**config.mk**
```make
export PLATFORM = sky130hd
export DESIGN_NAME = fetch_pc_unit
export DESIGN_NICKNAME = d
export VERILOG_FILES = /design/src/rtl/fetch_pc_unit.sv
export SDC_FILE = /design/constraint.sdc
export NUM_CORES = 1
export LEC_CHECK = 0
export CAP_MARGIN = 20
export CORE_UTILIZATION = 40
export DETAILED_ROUTE_END_ITERATION = 6
export GPL_TIMING_DRIVEN = 0
export PLACE_DENSITY = 0.8
export SYNTH_ARGS = -nofsm -noshare
export SYNTH_HDL_FRONTEND = slang
export SYNTH_SLANG_ARGS = --single-unit
```
**constraint.sdc**
```tcl
create_clock -name clk -period 3.7 [get_ports clk]
set_clock_uncertainty 0.05 [all_clocks]
set_input_delay 0.74 -clock clk [delete_from_list [all_inputs] [get_ports clk]]
set_output_delay 0.74 -clock clk [all_outputs]
set_load 0.03 [all_outputs]
```
**src/rtl/fetch_pc_unit.sv**
```systemverilog
`default_nettype none
// ============================================================================
// fetch_pc_unit : fetch-stage PC owner, branch redirect, flush strobes.
// Optional target alignment check: FETCH_MISALIGN_CHECK_EN.   Rev 1.0
// ============================================================================
module fetch_pc_unit #(
  parameter int              PC_W     = 9,
  parameter logic [PC_W-1:0] RESET_PC = '0
) (
  input  logic            clk,
  input  logic            reset,
  input  logic            Stall,
  input  logic            PcSel,
  input  logic [31:0]     BrPC,
  output logic [PC_W-1:0] Fetch_PC,
  output logic            IfId_Valid,
  output logic            Flush_IfId,
  output logic            Flush_IdEx,
  output logic [15:0]     Redirect_Cnt,
  output logic            Misalign_Err
);

  typedef enum logic [1:0] {
    BOOT  = 2'd0,
    RUN   = 2'd1,
    HOLD  = 2'd2,
    REDIR = 2'd3
  } state_t;

  state_t          state;
  state_t          state_next;
  logic [PC_W-1:0] pc_next;
  logic [PC_W-1:0] target;
  logic            valid_next;
  logic [15:0]     cnt_next;
  logic            misalign;

`ifdef FETCH_MISALIGN_CHECK_EN
  assign target   = {BrPC[PC_W-1:2], 2'b00};
  assign misalign = |BrPC[1:0];
`else
  assign target   = BrPC[PC_W-1:0];
  assign misalign = 1'b0;
`endif

  // Both wrong-path slots die on the same edge the redirect target is loaded.
  assign Flush_IfId = PcSel & ~reset;
  assign Flush_IdEx = PcSel & ~reset;

  always_comb begin
    state_next = state;
    pc_next    = Fetch_PC;
    valid_next = IfId_Valid;
    cnt_next   = Redirect_Cnt;
    if (PcSel) begin
      state_next = REDIR;
      pc_next    = target;
      valid_next = 1'b0;
      cnt_next   = (Redirect_Cnt == 16'hFFFF) ? Redirect_Cnt : Redirect_Cnt + 16'd1;
    end else if (Stall) begin
      state_next = HOLD;
    end else begin
      state_next = RUN;
      pc_next    = Fetch_PC + PC_W'(4);
      valid_next = 1'b1;
    end
  end

  always_ff @(posedge clk) begin
    if (reset) begin
      state        <= BOOT;
      Fetch_PC     <= RESET_PC;
      IfId_Valid   <= 1'b0;
      Redirect_Cnt <= 16'd0;
    end else begin
      state        <= state_next;
      Fetch_PC     <= pc_next;
      IfId_Valid   <= valid_next;
      Redirect_Cnt <= cnt_next;
    end
  end

`ifdef FETCH_MISALIGN_CHECK_EN
  always_ff @(posedge clk) begin
    if (reset)
      Misalign_Err <= 1'b0;
    else if (PcSel && misalign)
      Misalign_Err <= 1'b1;
  end
`else
  assign Misalign_Err = misalign;
`endif

  // Target bits above the PC width are discarded by design.
  generate
    if (PC_W < 32) begin : g_unused_hi
      logic unused_hi;
      assign unused_hi = ^BrPC[31:PC_W];
    end
  endgenerate

endmodule
`default_nettype wire

```
==> impl_metrics.env <==
export IMPL_status="complete, no violations"
export IMPL_area_delta_synth_final_pct=38.3
export IMPL_fmax_mhz=281
export IMPL_drc=0
export IMPL_leakagePower_nw=0.629
export IMPL_synth_top_family_by_area="simple AND/OR/NAND/NOR gates"
export IMPL_reg2reg_slack_ns=1.69
export IMPL_cp_slowest_cell="clkdlybuf4s50_1"
export IMPL_synthFlopType="dfxtp_1"
export IMPL_crit_required_ns=2.91
export IMPL_power_share_clock_pct=26.7
export IMPL_core_area_um2=3080
export IMPL_wl_per_cell_um=12.6
export IMPL_drtIter0Drc=51
export IMPL_die_w_um=59.1
export IMPL_dieArea_um2=3500
export IMPL_path_delay_family="buffers and inverters"
export IMPL_maxSlewHeadroom_pct=61.3
export IMPL_path_common_cell="clkdlybuf4s50_1"
export IMPL_met2_usage_pct=29.7
export IMPL_dpl_cell_count=233
export IMPL_first_global_vias=1130
export IMPL_netSwitchingPower_w=0.000144
export IMPL_synth_cell_types=39
export IMPL_top_usage_layer="met2"
export IMPL_hold_depth=2
export IMPL_clk_pin_slew_ns=0.13
export IMPL_cp_start_kind="primary input"
export IMPL_max_stage_delay_ns=0.65
export IMPL_final_common_cell="clkdlybuf4s50_1"
export IMPL_die_y_um=59.1
export IMPL_post_dp_hpwl_um=2300
export IMPL_synth_fa_ha_area_share_pct=1.92
export IMPL_met3_usage_pct=3.28
export IMPL_finalNetCount=232
export IMPL_peakVddDrop_uv=151
export IMPL_reg2reg_depth=5
export IMPL_totalWireLength_um=3000
export IMPL_cap_viol_max_count=0
export IMPL_setup_slack_ns=0.137
export IMPL_setup_viol=0
export IMPL_ys_seq_area_share_pct=39.9
export IMPL_globalRouteMet1Util_pct=22.4
export IMPL_clkSinkCount=26
export IMPL_grt_use_total_pct=17.3
export IMPL_yosys_area_share_simple_pct=28.6
export IMPL_cts_tree="yes"
export IMPL_hold_viol=0
export IMPL_gp_congestion=0.813
export IMPL_path_cells="clkdlybuf4s50_1, clkbuf_4, clkinvlp_4, nor2_1, buf_4, clkdlybuf4s50_1"
export IMPL_synth_area_per_cell_um2=8.76
export IMPL_numCtsBuffers=3
export IMPL_ys_async_sr_fraction_pct=0
export IMPL_drive_above_1_share_pct=8.29
export IMPL_cts_resized=0
export IMPL_clk_latency_ns=0.32
export IMPL_netlist_instances=149
export IMPL_grt_max_degree=15
export IMPL_placed_area_um2=1760
export IMPL_cts_root_buf="clkbuf_4"
export IMPL_finalSetupTns_ns=0
export IMPL_htreeDepth=1
export IMPL_pwr_share_comb_pct=17.4
export IMPL_swShare_pct=26.7
export IMPL_rsz0062_at_grt="false"
export IMPL_crit_type="in -> out"
export IMPL_min_path_type="reg -> reg"
export IMPL_rr_endpoint="Redirect_Cnt[1]"
export IMPL_hold_buffers=0
export IMPL_ant_nets=0
export IMPL_powerDensity_nw_per_um2=298
export IMPL_synth_yosys_warnings=0
export IMPL_instances_no_fill=237
export IMPL_start_util_pct=42.4
export IMPL_port_buffers=40
export IMPL_synth_xor_area_share_pct=4.70
export IMPL_hold_end="IfId_Valid"
export IMPL_slew_violations=0
export IMPL_critPathCaptureType="output port"
export IMPL_tightest_slew_ns=0.579
export IMPL_fin_hold_ws_ns=0.416
export IMPL_num_antenna_cells=0
export IMPL_crit_buf_inv=5
export IMPL_seqPwrFrac_pct=55.8
export IMPL_min_from="IfId_Valid"
export IMPL_regToRegStartpoint="Redirect_Cnt[0]"
export IMPL_layout_common_cells="40 x clkdlybuf4s50_1, 26 x dfxtp_1, 16 x nor2_1, 12 x a21oi_1, 11 x nand2_1"
export IMPL_num_vias=1238
export IMPL_vias_per_cell=5.22
export IMPL_grt_antenna_before_repair=0
export IMPL_post_place_ws_ns=0.00233
export IMPL_crit_arrival_ns=2.77
export IMPL_cts_setup_buffers=0
export IMPL_dr_pass1_iters=4
export IMPL_clockBufferDepth=2
export IMPL_finish_instance_area_um2=1800
export IMPL_synth_compound_area_share_pct=14.6
export IMPL_synthesis_area_um2=1310
export IMPL_synth_edf_count=0
export IMPL_synthMuxAreaShare_pct=5.66
export IMPL_layout_min_cycle_time_ns=3.56
export IMPL_finalCritPeriodShare_pct=96.3
export IMPL_ys_seq_elements=26
export IMPL_synth_fp_nets=187
export IMPL_p_int_w=0.000394
export IMPL_grt_overflow=0
export IMPL_rows=20
export IMPL_io_pins=65
export IMPL_crit_start="PcSel"
export IMPL_grt_pass1_wl_um=4800
export IMPL_critPathMaxFanout=10
## state kept, by name, indices dropped and copies added (netlist names)
register	cells
IfId_Valid	1
Fetch_PC	9
Redirect_Cnt	16
## metrics by stage
step	utilization (%)	power (W)
after floorplan	-	0.000356
after global placement	57.2	0.000396
after detailed placement	57.2	0.000399
after CTS	58.4	0.000541
after global routing	58.6	0.000560
final	58.6	0.000537
## power groups by stage
stage	combinational, W	clock (W)	sequential, W
6_report	0.0000936	0.000144	0.000300
5_1_grt	0.0000998	0.000159	0.000301
4_1_cts	0.0000938	0.000148	0.000300
3_5_place_dp	0.0000934	0	0.000306
3_3_place_gp	0.0000908	0	0.000305
2_1_floorplan	0.0000333	0	0.000322
## area by class of cell
| type | count | area, µm² |
|---|---|---|
| buffer | 7 | 38.8 |
| inverter | 6 | 26.3 |
| tap | 44 | 55.1 |
| sequential | 26 | 520 |
| multi-input combinational | 110 | 727 |
| timing repair buffer | 40 | 400 |
| clock buffer | 4 | 36.3 |
| fill | 283 | 1270 |
## Yosys cell counts, types with 4 or more instances
cell type / number / area share [%]
o31ai_1: 4 / 2.3
inv_1: 5 / 1.4
a211oi_1: 6 / 3.5
nand3_1: 6 / 2.3
or4_1: 5 / 2.9
xnor2_1: 5 / 3.4
a21oi_1: 12 / 4.6
mux2i_1: 4 / 3.1
dfxtp_1: 26 / 40
nor4_1: 4 / 1.9
nor2_1: 16 / 4.6
nand2_1: 11 / 3.2
or3_1: 4 / 1.9
## kinds of logic (layout without fill, tap and decap cells)
logic type                 count (synthesis)  count (layout)
buffers and inverters                     13              57
other                                      1               1
DFF                                       26              26
muxes                                      7               7
adders and majority gates                  2               2
AOI/OAI and AO/OA                         28              28
and+or+nand+nor                           65              65
xor gates and xnor gates                   7               7
## worst reg2reg max path: stages (launching register included)
cell	delay, ns
dfxtp_1	0.47
ha_1	0.23
nand4_1	0.24
o41ai_4	0.62
mux2i_1	0.25
nor2_1	0.05
## how the worst max path moves through the flow
| stage | end | cells past startpoint |
|---|---|---|
| finish | Flush_IfId | 6 |
| global route | Flush_IfId | 6 |
| CTS | Flush_IfId | 6 |
| detailed placement | Flush_IfId | 6 |
| global placement | Flush_IfId | 6 |
| floorplan | Flush_IfId | 4 |
## metal layers
metal,routed length [µm],up-vias
met2,1470,40
met1,1380,565
met5,0,-
met4,0,0
li1,-,633
met3,154,0
Note: power is estimated with default switching activity, not from simulation.
